$ cat config.mk
export PLATFORM = sky130hd
export DESIGN_NAME = pipe_stage_reg
export DESIGN_NICKNAME = d
export VERILOG_FILES = /design/src/rtl/pipe_pkg.sv /design/src/rtl/pipe_entry.sv /design/src/rtl/pipe_stage_reg.sv
export SDC_FILE = /design/constraint.sdc
export NUM_CORES = 1
export LEC_CHECK = 0
export CORE_MARGIN = 2
export CORE_UTILIZATION = 45
export DETAILED_ROUTE_END_ITERATION = 8
export GPL_TIMING_DRIVEN = 0
export MAX_ROUTING_LAYER = met4
export PLACE_DENSITY = 0.83
export SYNTH_ARGS = -nofsm -noshare
export SYNTH_HDL_FRONTEND = slang
export SYNTH_SLANG_ARGS = --single-unit
$ cat constraint.sdc
create_clock -name clk -period 1.7 [get_ports clk]
set_clock_uncertainty 0.05 [all_clocks]
set_input_delay 0.34 -clock clk [delete_from_list [all_inputs] [get_ports clk]]
set_output_delay 0.34 -clock clk [all_outputs]
set_load 0.05 [all_outputs]
$ cat src/rtl/pipe_pkg.sv
// Shared types for the pipeline stage register: occupancy encoding and stall counter width.
package pipe_pkg;

   localparam int STALL_W = 16;

   typedef enum logic [1:0] {
      ST_EMPTY = 2'd0,
      ST_ONE   = 2'd1,
      ST_TWO   = 2'd2
   } state_t;

endpackage

$ cat src/rtl/pipe_entry.sv
// One held pipeline entry. Clear zeroes only the control half so a squashed slot
// can never carry a write enable, while the data half keeps its last value.
module pipe_entry #(
   parameter int DATA_W = 32,
   parameter int CTRL_W = 12
) (
   input  logic              clk,
   input  logic              rst,
   input  logic              i_load,
   input  logic              i_clear,
   input  logic [DATA_W-1:0] i_data,
   input  logic [CTRL_W-1:0] i_ctrl,
   output logic [DATA_W-1:0] o_data,
   output logic [CTRL_W-1:0] o_ctrl
);

   logic [DATA_W-1:0] r_data;
   logic [CTRL_W-1:0] r_ctrl;

   always_ff @(posedge clk) begin
      if (rst) begin
         r_data <= '0;
         r_ctrl <= '0;
      end else if (i_clear) begin
         r_ctrl <= '0;
      end else if (i_load) begin
         r_data <= i_data;
         r_ctrl <= i_ctrl;
      end
   end

   assign o_data = r_data;
   assign o_ctrl = r_ctrl;

endmodule

$ cat src/rtl/pipe_stage_reg.sv
// Valid/ready pipeline stage: two-entry skid buffer (SKID=1, registered in_ready)
// or single entry with pass-through ready (SKID=0), plus a saturating stall counter.
//
//   state    | meaning
//   ST_EMPTY | no entry held
//   ST_ONE   | main entry valid
//   ST_TWO   | main and skid entries valid (SKID=1 only)
module pipe_stage_reg
   import pipe_pkg::*;
#(
   parameter int DATA_W = 32,
   parameter int CTRL_W = 12,
   parameter int SKID   = 1
) (
   input  logic               clk,
   input  logic               rst,
   input  logic               flush,
   input  logic               in_valid,
   output logic               in_ready,
   input  logic [DATA_W-1:0]  in_data,
   input  logic [CTRL_W-1:0]  in_ctrl,
   output logic               out_valid,
   input  logic               out_ready,
   output logic [DATA_W-1:0]  out_data,
   output logic [CTRL_W-1:0]  out_ctrl,
   output logic [STALL_W-1:0] stall_cnt
);

   state_t               r_state;
   state_t               w_state_nx;
   logic                 r_in_ready;
   logic                 r_live;
   logic [STALL_W-1:0]   r_stall_cnt;

   logic                 w_in_ready;
   logic                 w_out_valid;
   logic                 w_accept;
   logic                 w_release;
   logic                 w_main_load;
   logic                 w_main_from_skid;
   logic                 w_skid_load;
   logic [DATA_W-1:0]    w_main_d;
   logic [CTRL_W-1:0]    w_main_c;
   logic [DATA_W-1:0]    w_main_q_d;
   logic [CTRL_W-1:0]    w_main_q_c;
   logic [DATA_W-1:0]    w_skid_q_d;
   logic [CTRL_W-1:0]    w_skid_q_c;

   // r_live keeps the SKID=0 ready low for the cycle following a reset edge.
   assign w_out_valid = (r_state != ST_EMPTY);
   assign w_in_ready  = (SKID != 0) ? r_in_ready
                                    : (r_live && (!w_out_valid || out_ready));
   assign w_accept    = in_valid && w_in_ready;
   assign w_release   = w_out_valid && out_ready;

   always_ff @(posedge clk) begin
      if (rst) begin
         r_state    <= ST_EMPTY;
         r_in_ready <= 1'b0;
         r_live     <= 1'b0;
      end else begin
         r_state    <= w_state_nx;
         r_in_ready <= (w_state_nx != ST_TWO);
         r_live     <= 1'b1;
      end
   end

   always_comb begin
      w_state_nx = r_state;
      if (flush) begin
         w_state_nx = ST_EMPTY;
      end else begin
         case (r_state)
            ST_EMPTY: if (w_accept) w_state_nx = ST_ONE;
            ST_ONE: begin
               if (w_accept && !w_release)      w_state_nx = ST_TWO;
               else if (!w_accept && w_release) w_state_nx = ST_EMPTY;
            end
            ST_TWO:   if (w_release) w_state_nx = ST_ONE;
            default:  w_state_nx = ST_EMPTY;
         endcase
      end
   end

   always_comb begin
      w_main_load      = 1'b0;
      w_main_from_skid = 1'b0;
      w_skid_load      = 1'b0;
      if (!flush) begin
         case (r_state)
            ST_EMPTY: w_main_load = w_accept;
            ST_ONE: begin
               if (w_accept && w_release) w_main_load = 1'b1;
               else if (w_accept)         w_skid_load = 1'b1;
            end
            ST_TWO: begin
               w_main_load      = w_release;
               w_main_from_skid = w_release;
            end
            default: w_main_load = 1'b0;
         endcase
      end
   end

   assign w_main_d = w_main_from_skid ? w_skid_q_d : in_data;
   assign w_main_c = w_main_from_skid ? w_skid_q_c : in_ctrl;

   pipe_entry #(.DATA_W(DATA_W), .CTRL_W(CTRL_W)) main (
      .clk     (clk),
      .rst     (rst),
      .i_load  (w_main_load),
      .i_clear (flush),
      .i_data  (w_main_d),
      .i_ctrl  (w_main_c),
      .o_data  (w_main_q_d),
      .o_ctrl  (w_main_q_c)
   );

   pipe_entry #(.DATA_W(DATA_W), .CTRL_W(CTRL_W)) skid (
      .clk     (clk),
      .rst     (rst),
      .i_load  (w_skid_load),
      .i_clear (flush),
      .i_data  (in_data),
      .i_ctrl  (in_ctrl),
      .o_data  (w_skid_q_d),
      .o_ctrl  (w_skid_q_c)
   );

   always_ff @(posedge clk) begin
      if (rst)
         r_stall_cnt <= '0;
      else if (w_out_valid && !out_ready && (r_stall_cnt != {STALL_W{1'b1}}))
         r_stall_cnt <= r_stall_cnt + 1'b1;
   end

   assign in_ready  = w_in_ready;
   assign out_valid = w_out_valid;
   assign out_data  = w_main_q_d;
   assign out_ctrl  = w_out_valid ? w_main_q_c : '0;
   assign stall_cnt = r_stall_cnt;

endmodule

==> run summary, run 1 <==
Static timing analysis puts the maximum clock frequency at 541 MHz. Summing over every cut layer, the via total after detailed routing is 4747. The switching share of total power is 26.7%. The total die area came out at 0.0118 sq mm. In this run the worst hold path is classified as reg -> reg. After detailed routing, the number of vias per cell comes to 5.74. The count of nets after finishing is 733.

The detailed placement HPWL is 9320 microns. The level count of the clock H-tree is 3. VDD sags by at most 0.372 mV.

Setup repair after global routing could not meet its margin everywhere. The detailed-router iteration count before antenna repair is 5. The final routed DRC violation total is 0. In this run, distinct cell masters in the synthesized netlist total 44.

The number of global-route vias before repair came out at 4713. After global routing the overflow that remains totals 0. The layout cell share with drive strength beyond 1 is 32.5%.

For this design the static power due to leakage is 2.56 nW. The final count of hold timing violations was 0. Cells fill 67.9% of the core in the end.

The first-pass GRT wire length came out at 22600 microns. At the worst endpoint, the required time is 1.31 ns. The filler cell count in the final layout is 789.

The number of warnings issued by yosys came out at 0. The worst slew margin relative to its limit came out at 63.6%. The smallest clock period supported by the final layout is computed as 1.85 ns. In this design, the stage delay of the slowest critical-path cell is 0.36 ns. The pin count of the biggest net entering global routing came out at 18. The per-instance average area after synthesis came out at 9.32 sq um. The sequential cell fraction of total power came out at 51.0%. The final routed wirelength across all metal layers came out at 15200 microns.

The number of maximum-capacitance constraint violations is 0. In this run, synthesis inferred 0 flip-flops with an integrated enable. The number of buffers and inverters on the critical path is 3. STA classifies the critical path startpoint as a flip-flop.

The area of the placeable core is 0.0107 sq mm. For this run, the register share of the synthesized area comes to 43.4%. The internal portion of total power came out at 0.00371 W.

The critical setup path kind is reg -> out. When the netlist entered floorplanning its net count stood at 579. Clock latency on the worst-skew pair, taken at its later pin, is 0.37 ns. From bottom edge to top edge, the die measures 109 microns. The starting utilization of the core area came out at 45.9%.

Of all flip-flops after synthesis, the portion carrying an async set or reset was 0%. The cell at the root of the clock tree is sky130_fd_sc_hd__clkbuf_8. The number of placed cells counting well taps is 779.

In this design, the critical path's most frequently occurring cell is sky130_fd_sc_hd__buf_6. The number of diodes added for antenna fixing is 0. The signal on the critical path passes through buf_6, nor2_4, buf_4, nor2b_1, buf_6. The number of top-level design ports is 111. The routability congestion estimate from global placement is 0.828.

The routed wirelength normalized by instance count is 18.3 microns. The finished layout holds 827 standard cells, fillers aside. The initial DRC count came out at 382. The flow ran to the end, but the final reports show violations. TritonCTS built the clock tree. The die is 109 microns wide. The most common cell after layout, fill and taps aside is sky130_fd_sc_hd__nand2_1. The clock-pin slew of the registers on the worst-case setup and hold paths is 0.11 ns.

The number of buffers created by CTS is 9. The power density of the placed cells came out at 693 mW/mm^2. Setup violations remaining at the end of the flow were counted as 35. The count of final max-slew check failures is 0.

The number of antenna violations at the first check in global routing is 0. The worst path setup slack after routing is -0.149 ns. The worst-path cell with the longest stage delay is sky130_fd_sc_hd__dfxtp_2. Summing internal, switching and leakage power gives 0.00506 W.

The leading register cell type out of synthesis is sky130_fd_sc_hd__dfxtp_1. For the pin with the worst max-slew slack, the measured transition is 0.548 ns. The checks that failed: negative setup slack. CTS saw 107 sinks. Once detail routing completed, the nets flagged for antenna violations numbered 0. The total negative setup slack is -2.10 ns. STA classifies the critical path endpoint as an output pin. The area growth from synthesis to final layout came out at 48.0%.

The total routing usage reported by global routing is 25.0%. The synthesized netlist occupies a cell area of 0.00493 sq mm. Broken down by cell family, the worst path's largest delay share belongs to buffers and inverters. In this run the core area contains 38 standard-cell rows. The port buffer count is 110.

The net switching power figure came out at 0.00135 W. The synthesized instance count came out at 529. The worst endpoint data arrival time came out at 1.46 ns.

The number of register bits inferred by synthesis came out at 107. The share of total power dissipated in the clock network is 33.6%. Of the total power, combinational logic draws 15.4%.

The library cells used most frequently in the layout, excluding fill and tap cells, are sky130_fd_sc_hd__nand2_1 (93), sky130_fd_sc_hd__dfxtp_1 (89), sky130_fd_sc_hd__nor2_1 (55). The final period utilization came out at 109%. The maximum clock insertion buffer count is 2. Along the worst path, the maximum fanout reaches 5.
==> power by group through the flow <==
stage	combinational, W	clock (W)	sequential (W)
after global routing	0.000811	0.00181	0.00259
after global placement	0.000659	0	0.00264
after floorplan	0.000244	0	0.00278
after CTS	0.000751	0.00169	0.00258
after detailed placement	0.000670	0	0.00264
final	0.000778	0.00170	0.00258
==> worst min-delay path: stages, from the launching register on <==
cell and delay (ns):
sky130_fd_sc_hd__dfxtp_1 0.32, sky130_fd_sc_hd__nand2_1 0.05, sky130_fd_sc_hd__a21oi_1 0.05
==> sequential cells by signal, indices dropped and copies added, names as in the netlist <==
register and cells:
main.o_data 32, skid.o_data 32, stall_cnt 16, main.o_ctrl 12, skid.o_ctrl 12, r_state 2
in_ready 1
==> layout make-up <==
cell class | instances | area (sq um) | area share [%]
clock buffers | 11 | 131 | 1.80
multi-input cells | 376 | 2810 | 38.5
inverters | 2 | 10.0 | 0.137
plain buffers | 42 | 443 | 6.07
clock inverters | 4 | 76.3 | 1.05
well taps | 140 | 175 | 2.40
flip-flops and latches | 107 | 2180 | 29.9
repair buffers | 145 | 1470 | 20.1
==> logic make-up (layout without fill, tap and decap cells) <==
family                     after synthesis  count (layout)  synth area share [%]
buffers and inverters                   46             204                  5.23
and+or+nand+nor                        209             209                  19.8
muxes                                   50              50                  10.3
adders and majority gates                1               1                 0.254
AOI/OAI and AO/OA                      116             116                  21.0
DFF                                    107             107                  43.4
==> synth_stat cells, types with 2 or more instances <==
cell                         n  area, sq um
sky130_fd_sc_hd__dfxtp_1   107         2140
sky130_fd_sc_hd__nand2_1    95          357
sky130_fd_sc_hd__nor2_1     57          214
sky130_fd_sc_hd__a21oi_1    55          275
sky130_fd_sc_hd__mux2i_1    46          460
sky130_fd_sc_hd__a221oi_2   40          601
sky130_fd_sc_hd__buf_2      17         85.1
sky130_fd_sc_hd__nor2b_1    16          100
sky130_fd_sc_hd__clkbuf_1   14         52.6
sky130_fd_sc_hd__buf_4       7         52.6
sky130_fd_sc_hd__nand4_1     7         43.8
sky130_fd_sc_hd__o31ai_1     6         45.0
sky130_fd_sc_hd__buf_6       5         56.3
sky130_fd_sc_hd__nor3_1      5         25.0
sky130_fd_sc_hd__or3_1       5         31.3
sky130_fd_sc_hd__a221oi_1    4         35.0
sky130_fd_sc_hd__mux2_2      4         45.0
sky130_fd_sc_hd__nand3_1     4         20.0
sky130_fd_sc_hd__or4_1       4         30.0
sky130_fd_sc_hd__o21ai_0     3         15.0
sky130_fd_sc_hd__and4_1      2         17.5
sky130_fd_sc_hd__inv_1       2         7.51
sky130_fd_sc_hd__nand2b_1    2         12.5
sky130_fd_sc_hd__nor4_1      2         12.5
==> worst paths after layout <==
check                                     start              end  slack, ns  cells after the start
worst max-delay path                 r_state[1]      out_ctrl[1]      -0.15                      5
worst min-delay path            skid.o_data[29]  skid.o_data[29]       0.41                      2
worst max register to register       r_state[1]   main.o_data[4]      -0.10                      7
worst min register to register  skid.o_data[29]  skid.o_data[29]       0.41                      2
==> per-stage QoR <==
step / hold slack [ns] / instance area (sq um) / worst slack (ns)
finish: 0.413 / 7300 / -0.149
global route: 0.435 / 7300 / -0.178
CTS: 0.411 / 7070 / -0.141
detailed placement: 0.399 / 6250 / -0.754
global placement: 0.391 / 6250 / -0.728
floorplan: 0.386 / 4980 / -0.200
==> routing by layer <==
metal | part of all wire, % | up-vias | track usage, %
met5 | 0 | - | -
met4 | 2.2 | 0 | 8.61
met3 | 6.2 | 35 | 5.14
met2 | 52 | 188 | 43.6
met1 | 39 | 2325 | 28.5
li1 | - | 2199 | -
==> timing repair <==
item,CTS,global route
buffers inserted,24,8
gates resized for setup,235,93
setup endpoints to repair,166,126
gates cloned,6,0
pin swaps,23,30
hold buffers,0,0
(Power assumes the default switching activity.)
==> run 2: changes to the inputs <==
Settings changed: CORE_UTILIZATION 45 to 46, PLACE_DENSITY 0.83 to 0.84, SLEW_MARGIN set to 25.
==> run summary, run 2 (same netlist as run 1, synthesis figures left out) <==
Outcome: finished with violations (unchanged). Violated checks: negative setup slack (unchanged). The pin count of the biggest net entering global routing came out at 19 (was 18). The cell at the root of the clock tree was sky130_fd_sc_hd__clkbuf_8 (unchanged). The clock latency reported for the late side of the worst-skew pair came to 0.37 ns (about the same). The final routed wirelength across all metal layers is 16700 microns (was 15200 microns). The total congestion overflow came to 0 (unchanged). The final hold slack is 0.421 ns (was 0.413 ns). The area growth from synthesis to final layout came out at 52.7% (was 48.0%). The critical setup path kind is reg -> out (unchanged). The register-to-register setup slack is -0.12 ns (was -0.10 ns).

The setup violation total in the final timing report is 88 (was 35). The row count came out at 37 (was 38). Most frequent cells in the layout: sky130_fd_sc_hd__dfxtp_1 (89), sky130_fd_sc_hd__nand2_1 (75), sky130_fd_sc_hd__nor2_1 (55) (was sky130_fd_sc_hd__nand2_1 (93), sky130_fd_sc_hd__dfxtp_1 (89), sky130_fd_sc_hd__nor2_1 (55)). The final critical-path required period is 1.84 ns (was 1.85 ns). The final period utilization is 108% (was 109%). The starting utilization of the core area is 47.6% (was 45.9%). The first-pass GRT wire length is 22400 microns (was 22600 microns). The static leakage came out at 2.71 nW (was 2.56 nW). The worst slew margin relative to its limit came out at 63.8% (was 63.6%).

The detailed-router iteration count before antenna repair is 4 (was 5). The initial DRC count is 229 (was 382). The total die area is 0.0116 sq mm (was 0.0118 sq mm). The combinational power share was 15.8% (was 15.4%). The number of diodes added for antenna fixing is 0 (unchanged). The count of nets after finishing came to 737 (was 733). The number of antenna violations at the first check in global routing came to 0 (unchanged). The number of buffers created by CTS came out at 9 (unchanged).

The peak ir drop on the vdd network was 0.401 mV (was 0.372 mV). The total routing usage reported by global routing came out at 24.9% (was 25.0%). The filler cell count in the final layout is 702 (was 789). The layout cell share with drive strength beyond 1 came out at 38.0% (was 32.5%). The endpoint with the worst hold slack is skid.o_data[17] (was skid.o_data[29]). The TritonCTS sink count is 107 (unchanged). The die span in y came out at 108 microns (was 109 microns). The number of top-level design ports is 111 (unchanged).

The biggest fanout along the worst timing path is 5 (unchanged). The x dimension of the die came out at 108 microns (was 109 microns). The maximum clock insertion buffer count came out at 2 (unchanged).

The worst endpoint data arrival time came to 1.45 ns (was 1.46 ns). The cell count of the worst reg-to-reg path came out at 9 (was 7). The post-layout utilization of the core came out at 72.6% (was 67.9%). The maximum frequency from static timing analysis came to 542 MHz (was 541 MHz). The most common cell after layout, fill and taps aside is sky130_fd_sc_hd__dfxtp_1 (was sky130_fd_sc_hd__nand2_1).

The sequential cell fraction of total power is 51.6% (was 51.0%). The critical path startpoint category is a flip-flop (unchanged). The port buffer count is 110 (unchanged).

The total number of vias was 4890 (was 4747). The start point of the worst min-delay path is skid.o_data[17] (was skid.o_data[29]). The transition time of the tightest slew-check pin came out at 0.544 ns (was 0.548 ns). The capture instance of the worst register-to-register path is skid.o_data[0] (was main.o_data[4]).

Unrepaired setup endpoints after global routing: true (unchanged). The final count of hold timing violations is 0 (unchanged). The class of the most critical hold timing path is reg -> reg (unchanged). The routed wirelength normalized by instance count is 20.2 microns (was 18.3 microns). The critical path endpoint category is an output pin (unchanged). The worst hold path stage count is 2 (unchanged).

The clock-pin slew of the registers on the worst-case setup and hold paths came out at 0.10 ns (was 0.11 ns). The count of final max-slew check failures is 0 (unchanged). The data required time of the worst path was 1.31 ns (about the same). The routability congestion estimate from global placement is 0.914 (was 0.828). The remaining antenna violation count after routing came out at 0 (unchanged). The net switching power figure is 0.00143 W (was 0.00135 W). The number of maximum-capacitance constraint violations is 0 (unchanged).

The area of the placeable core is 0.0104 sq mm (was 0.0107 sq mm). The power density of the placed cells came out at 664 mW/mm^2 (was 693 mW/mm^2). The startpoint of the worst register-to-register path was r_state[1] (unchanged). The total negative setup slack was -4.97 ns (was -2.10 ns). The switching share of total power came out at 28.5% (was 26.7%). The internal portion of total power was 0.00357 W (was 0.00371 W). The total power after layout came out at 0.00500 W (was 0.00506 W).

The level count of the clock H-tree was 3 (unchanged). The number of global-route vias before repair was 4584 (was 4713). The clock share of power is 32.6% (was 33.6%). The worst path setup slack after routing is -0.144 ns (was -0.149 ns). The CTS tree is built (unchanged).

The final routed DRC violation total is 0 (unchanged). The routed via count divided by cell count came out at 5.91 (was 5.74). The detailed placement HPWL came out at 9300 microns (was 9320 microns).
-- run 2: timing repair --
action,4_1_cts,5_1_grt
hold buffers,0,0
setup buffers,12,16
setup endpoints to repair,169,128
resized for setup,216,150
gates cloned,4,8
pin swaps,7,49
-- run 2: how the worst max path moves through the flow --
stage	start	end	slack, ns	depth (start not counted)
6_report	r_state[1]	out_ctrl[10]	-0.14	5
5_1_grt	r_state[1]	out_ctrl[10]	-0.18	5
4_1_cts	r_state[1]	out_ctrl[10]	-0.14	5
3_3_place_gp	r_state[1]	out_ctrl[4]	-0.72	5
3_5_place_dp	r_state[1]	out_ctrl[10]	-0.73	5
2_1_floorplan	r_state[1]	out_ctrl[10]	-0.20	4
-- run 2: critical path, cell delays in order (launching register included) --
cell                      delay, ns
sky130_fd_sc_hd__dfxtp_2       0.34
sky130_fd_sc_hd__buf_6         0.12
sky130_fd_sc_hd__nor2_4        0.23
sky130_fd_sc_hd__buf_8         0.19
sky130_fd_sc_hd__nor2b_2       0.06
sky130_fd_sc_hd__buf_6         0.15
-- run 2: layout make-up --
cell class	count	area (sq um)	area share [%]
repair buffers	148	1570	20.8
clock inverters	6	70.1	0.931
flip-flops and latches	107	2180	29.0
plain buffers	41	422	5.60
clock buffers	10	128	1.69
inverters	2	10.0	0.133
multi-input cells	378	2980	39.6
well taps	136	170	2.26
-- run 2: metal layers --
| metal | track usage [%] | vias up | part of all wire [%] |
|---|---|---|---|
| met1 | 29.5 | 2405 | 38 |
| met4 | 6.68 | 0 | 3.2 |
| met2 | 43.3 | 215 | 51 |
| met3 | 4.84 | 50 | 7.1 |
| li1 | - | 2220 | - |
| met5 | - | - | 0 |
-- run 2: power by group through the flow --
stage | Clock, W | Sequential, W | Combinational, W
after global routing | 0.00172 | 0.00259 | 0.000820
after floorplan | 0 | 0.00278 | 0.000244
after CTS | 0.00161 | 0.00258 | 0.000690
final | 0.00163 | 0.00258 | 0.000790
after detailed placement | 0 | 0.00264 | 0.000669
after global placement | 0 | 0.00264 | 0.000655
-- run 2: metrics by stage --
stage | instances | worst slack [ns] | area [sq um]
3_3_place_gp | 775 | -0.720 | 6250
4_1_cts | 805 | -0.137 | 6770
6_report | 828 | -0.144 | 7530
2_1_floorplan | 529 | -0.200 | 4980
3_5_place_dp | 775 | -0.734 | 6250
5_1_grt | 828 | -0.176 | 7530
==> run 3: changes to the inputs <==
Settings changed: CORE_ASPECT_RATIO set to 1.5, CORE_UTILIZATION 46 to 54, PLACE_DENSITY 0.84 to 0.92.
Clock period 1.7 ns to 2.2 ns, I/O delays scaled along.
==> run summary, run 3 (same netlist as run 1, synthesis figures left out) <==
The number of buffers and inverters on the critical path is 2 (was 3). The detailed placement HPWL is 9620 microns (was 9300 microns). Most frequent cells in the layout: sky130_fd_sc_hd__dfxtp_1 (107), sky130_fd_sc_hd__nand2_1 (95), sky130_fd_sc_hd__clkdlybuf4s50_1 (94) (was sky130_fd_sc_hd__dfxtp_1 (89), sky130_fd_sc_hd__nand2_1 (75), sky130_fd_sc_hd__nor2_1 (55)). The critical setup path kind is in -> reg (was reg -> out).

The final routed wirelength across all metal layers came out at 13500 microns (was 16700 microns). The total routing usage reported by global routing came out at 28.1% (was 24.9%). The combinational power share was 12.8% (was 15.8%). The highest metal layer with signal wires is met4 (unchanged). The transition time of the tightest slew-check pin was 1.00 ns (was 0.544 ns). Cell-by-cell trace of the critical path: clkdlybuf4s50_1, o21ba_1, buf_4, nand3_4, nor4_4, mux2_2 (was buf_6, nor2_4, buf_8, nor2b_2, buf_6). The final count of hold timing violations is 0 (unchanged). The count of final max-slew check failures is 0 (unchanged).

The total power after layout is 0.00411 W (was 0.00500 W). The net switching power figure was 0.000999 W (was 0.00143 W). The cell count of the worst reg-to-reg path came out at 4 (was 9). The pin count of the biggest net entering global routing is 16 (was 19). The number of maximum-capacitance constraint violations is 0 (unchanged). The length of routed met3 wiring is 826 microns (was 1190 microns). The class of the most critical hold timing path is reg -> reg (unchanged). The total congestion overflow came out at 0 (unchanged). The x dimension of the die is 82.0 microns (was 108 microns). The worst-path cell with the longest stage delay is sky130_fd_sc_hd__clkdlybuf4s50_1 (was sky130_fd_sc_hd__dfxtp_2).

The number of global-route vias before repair was 4515 (was 4584). The critical path startpoint category was an input pin (was flip-flop). The met2 layer wire length in the routed design is 7240 microns (was 8550 microns). The data required time of the worst path came out at 2.39 ns (was 1.31 ns). The die span in y came to 121 microns (was 108 microns). The clock share of power came out at 38.5% (was 32.6%). The routed wirelength normalized by instance count came out at 17.6 microns (was 20.2 microns). The cell at the root of the clock tree is sky130_fd_sc_hd__clkbuf_16 (was sky130_fd_sc_hd__clkbuf_8). The pre-CTS setup slack came to -0.426 ns (was -0.734 ns). The worst hold path stage count came to 2 (unchanged). The maximum clock insertion buffer count is 2 (unchanged). The final period utilization is 98.2%.

The switching share of total power came out at 24.3% (was 28.5%). The starting utilization of the core area is 55.9% (was 47.6%). The routability congestion estimate from global placement came out at 0.877 (was 0.914).

The power density of the placed cells is 633 mW/mm^2 (was 664 mW/mm^2). The worst slew margin relative to its limit came out at 32.7% (was 63.8%). The kind of cell adding the most delay to the critical path is buffers and inverters (unchanged).

The row count is 42 (was 37). The number of buffers created by CTS came to 9 (unchanged). The number of top-level design ports came to 111 (unchanged). The total routed wire length on the met1 layer was 5030 microns (was 6430 microns).

The biggest fanout along the worst timing path is 10 (was 5). The remaining antenna violation count after routing came out at 0 (unchanged). The static leakage is 2.14 nW (was 2.71 nW). The area growth from synthesis to final layout came out at 31.6% (was 52.7%).

The logic depth of the worst setup path including buffers came to 6 (was 5). The maximum frequency from static timing analysis came out at 463 MHz. The level count of the clock H-tree came out at 3 (unchanged). The internal portion of total power was 0.00311 W (was 0.00357 W). The startpoint of the worst register-to-register path is stall_cnt[12] (was r_state[1]). The capture instance of the worst register-to-register path is stall_cnt[4] (was skid.o_data[0]). The TritonCTS sink count is 107 (unchanged). The biggest cell delay along the critical path came out at 0.53 ns (was 0.34 ns).

The worst path setup slack after routing came out at 0.0385 ns (was -0.144 ns). The layout cell share with drive strength beyond 1 came to 17.3% (was 38.0%). The endpoint with the worst hold slack is skid.o_data[2] (was skid.o_data[17]). The clock latency reported for the late side of the worst-skew pair is 0.35 ns (was 0.37 ns). The port buffer count is 110 (unchanged).

The count of nets after finishing is 704 (was 737). The sequential cell fraction of total power is 48.8% (was 51.6%). The detailed-router iteration count before antenna repair came out at 5 (was 4).

The number of antenna violations at the first check in global routing is 0 (unchanged). The total number of vias is 4601 (was 4890). The register-to-register setup slack is 0.17 ns (was -0.12 ns). The initial DRC count is 230 (was 229).

The routed via count divided by cell count came to 5.98 (was 5.91). The first-pass GRT wire length came out at 20900 microns (was 22400 microns). The peak ir drop on the vdd network is 0.432 mV (was 0.401 mV). The critical path endpoint category is a flip-flop (was output pin). Subtracting the final worst setup slack from the clock period gives 2.16 ns. The area of the placeable core came to 0.00883 sq mm (was 0.0104 sq mm). Outcome: completed (was finished with violations). The most common cell after layout, fill and taps aside is sky130_fd_sc_hd__dfxtp_1 (unchanged). The setup violation total in the final timing report is 0 (was 88). The final routed DRC violation total was 0 (unchanged). The number of diodes added for antenna fixing is 0 (unchanged). The clock-pin slew of the registers on the worst-case setup and hold paths is 0.07 ns (was 0.10 ns). The total die area came out at 0.00993 sq mm (was 0.0116 sq mm). The start point of the worst min-delay path is skid.o_data[2] (was skid.o_data[17]). The CTS tree is built (unchanged). The worst endpoint data arrival time is 2.35 ns (was 1.45 ns).
## run 3: final cells by class
| type | instances | area (sq um) |
|---|---|---|
| fill | 602 | 2340 |
| clock inverter | 2 | 35.0 |
| timing repair buffer | 114 | 1090 |
| clock buffer | 14 | 254 |
| multi-input combinational | 376 | 2560 |
| buffer | 44 | 260 |
| sequential | 107 | 2140 |
| inverter | 2 | 7.51 |
| tap | 110 | 138 |
## run 3: layer usage
metal	vias to the layer above	global-route usage (%)
met2	172	49.7
li1	2141	-
met3	31	5.13
met5	-	-
met4	0	12.3
met1	2257	29.7
## run 3: power groups by stage
stage	clock [W]	combinational [W]	sequential, W
final	0.00158	0.000524	0.00200
after global routing	0.00168	0.000552	0.00200
after CTS	0.00160	0.000522	0.00200
after detailed placement	0	0.000518	0.00205
after global placement	0	0.000505	0.00204
after floorplan	0	0.000188	0.00215
## run 3: worst max path at each step
stage / slack [ns] / endpoint / start
after global placement: -0.31 / stall_cnt[14] / out_ready
final: 0.04 / stall_cnt[14] / out_ready
after global routing: -0.03 / stall_cnt[14] / out_ready
after CTS: 0.0007 / stall_cnt[2] / stall_cnt[2]
after detailed placement: -0.43 / stall_cnt[14] / out_ready
after floorplan: 0.16 / stall_cnt[0] / stall_cnt[0]
## run 3: worst reg2reg max path: cells and delay by family, from the launching register on
kind               cells  cell delay (ns)
DFF                    1             0.42
and+or+nand+nor        2             1.11
AOI/OAI and AO/OA      2             0.38
## run 3: repair_timing
action	CTS	global route
pin swaps	0	0
hold buffers	0	0
resized for setup	60	13
buffers inserted	0	4
endpoints found under the setup margin	14	84
## run 3: metrics by stage
step                      cell area, sq um  std cells  hold WS [ns]  TNS (ns)  util, %
final                                 6490        769         0.404         0     73.5
after global placement                6170        749         0.391    -17.69     69.9
after global routing                  6490        769         0.419   -0.0287     73.5
after floorplan                       4930        529         0.386         0        -
after CTS                             6430        765         0.406         0     72.8
after detailed placement              6170        749         0.397    -24.49     69.9
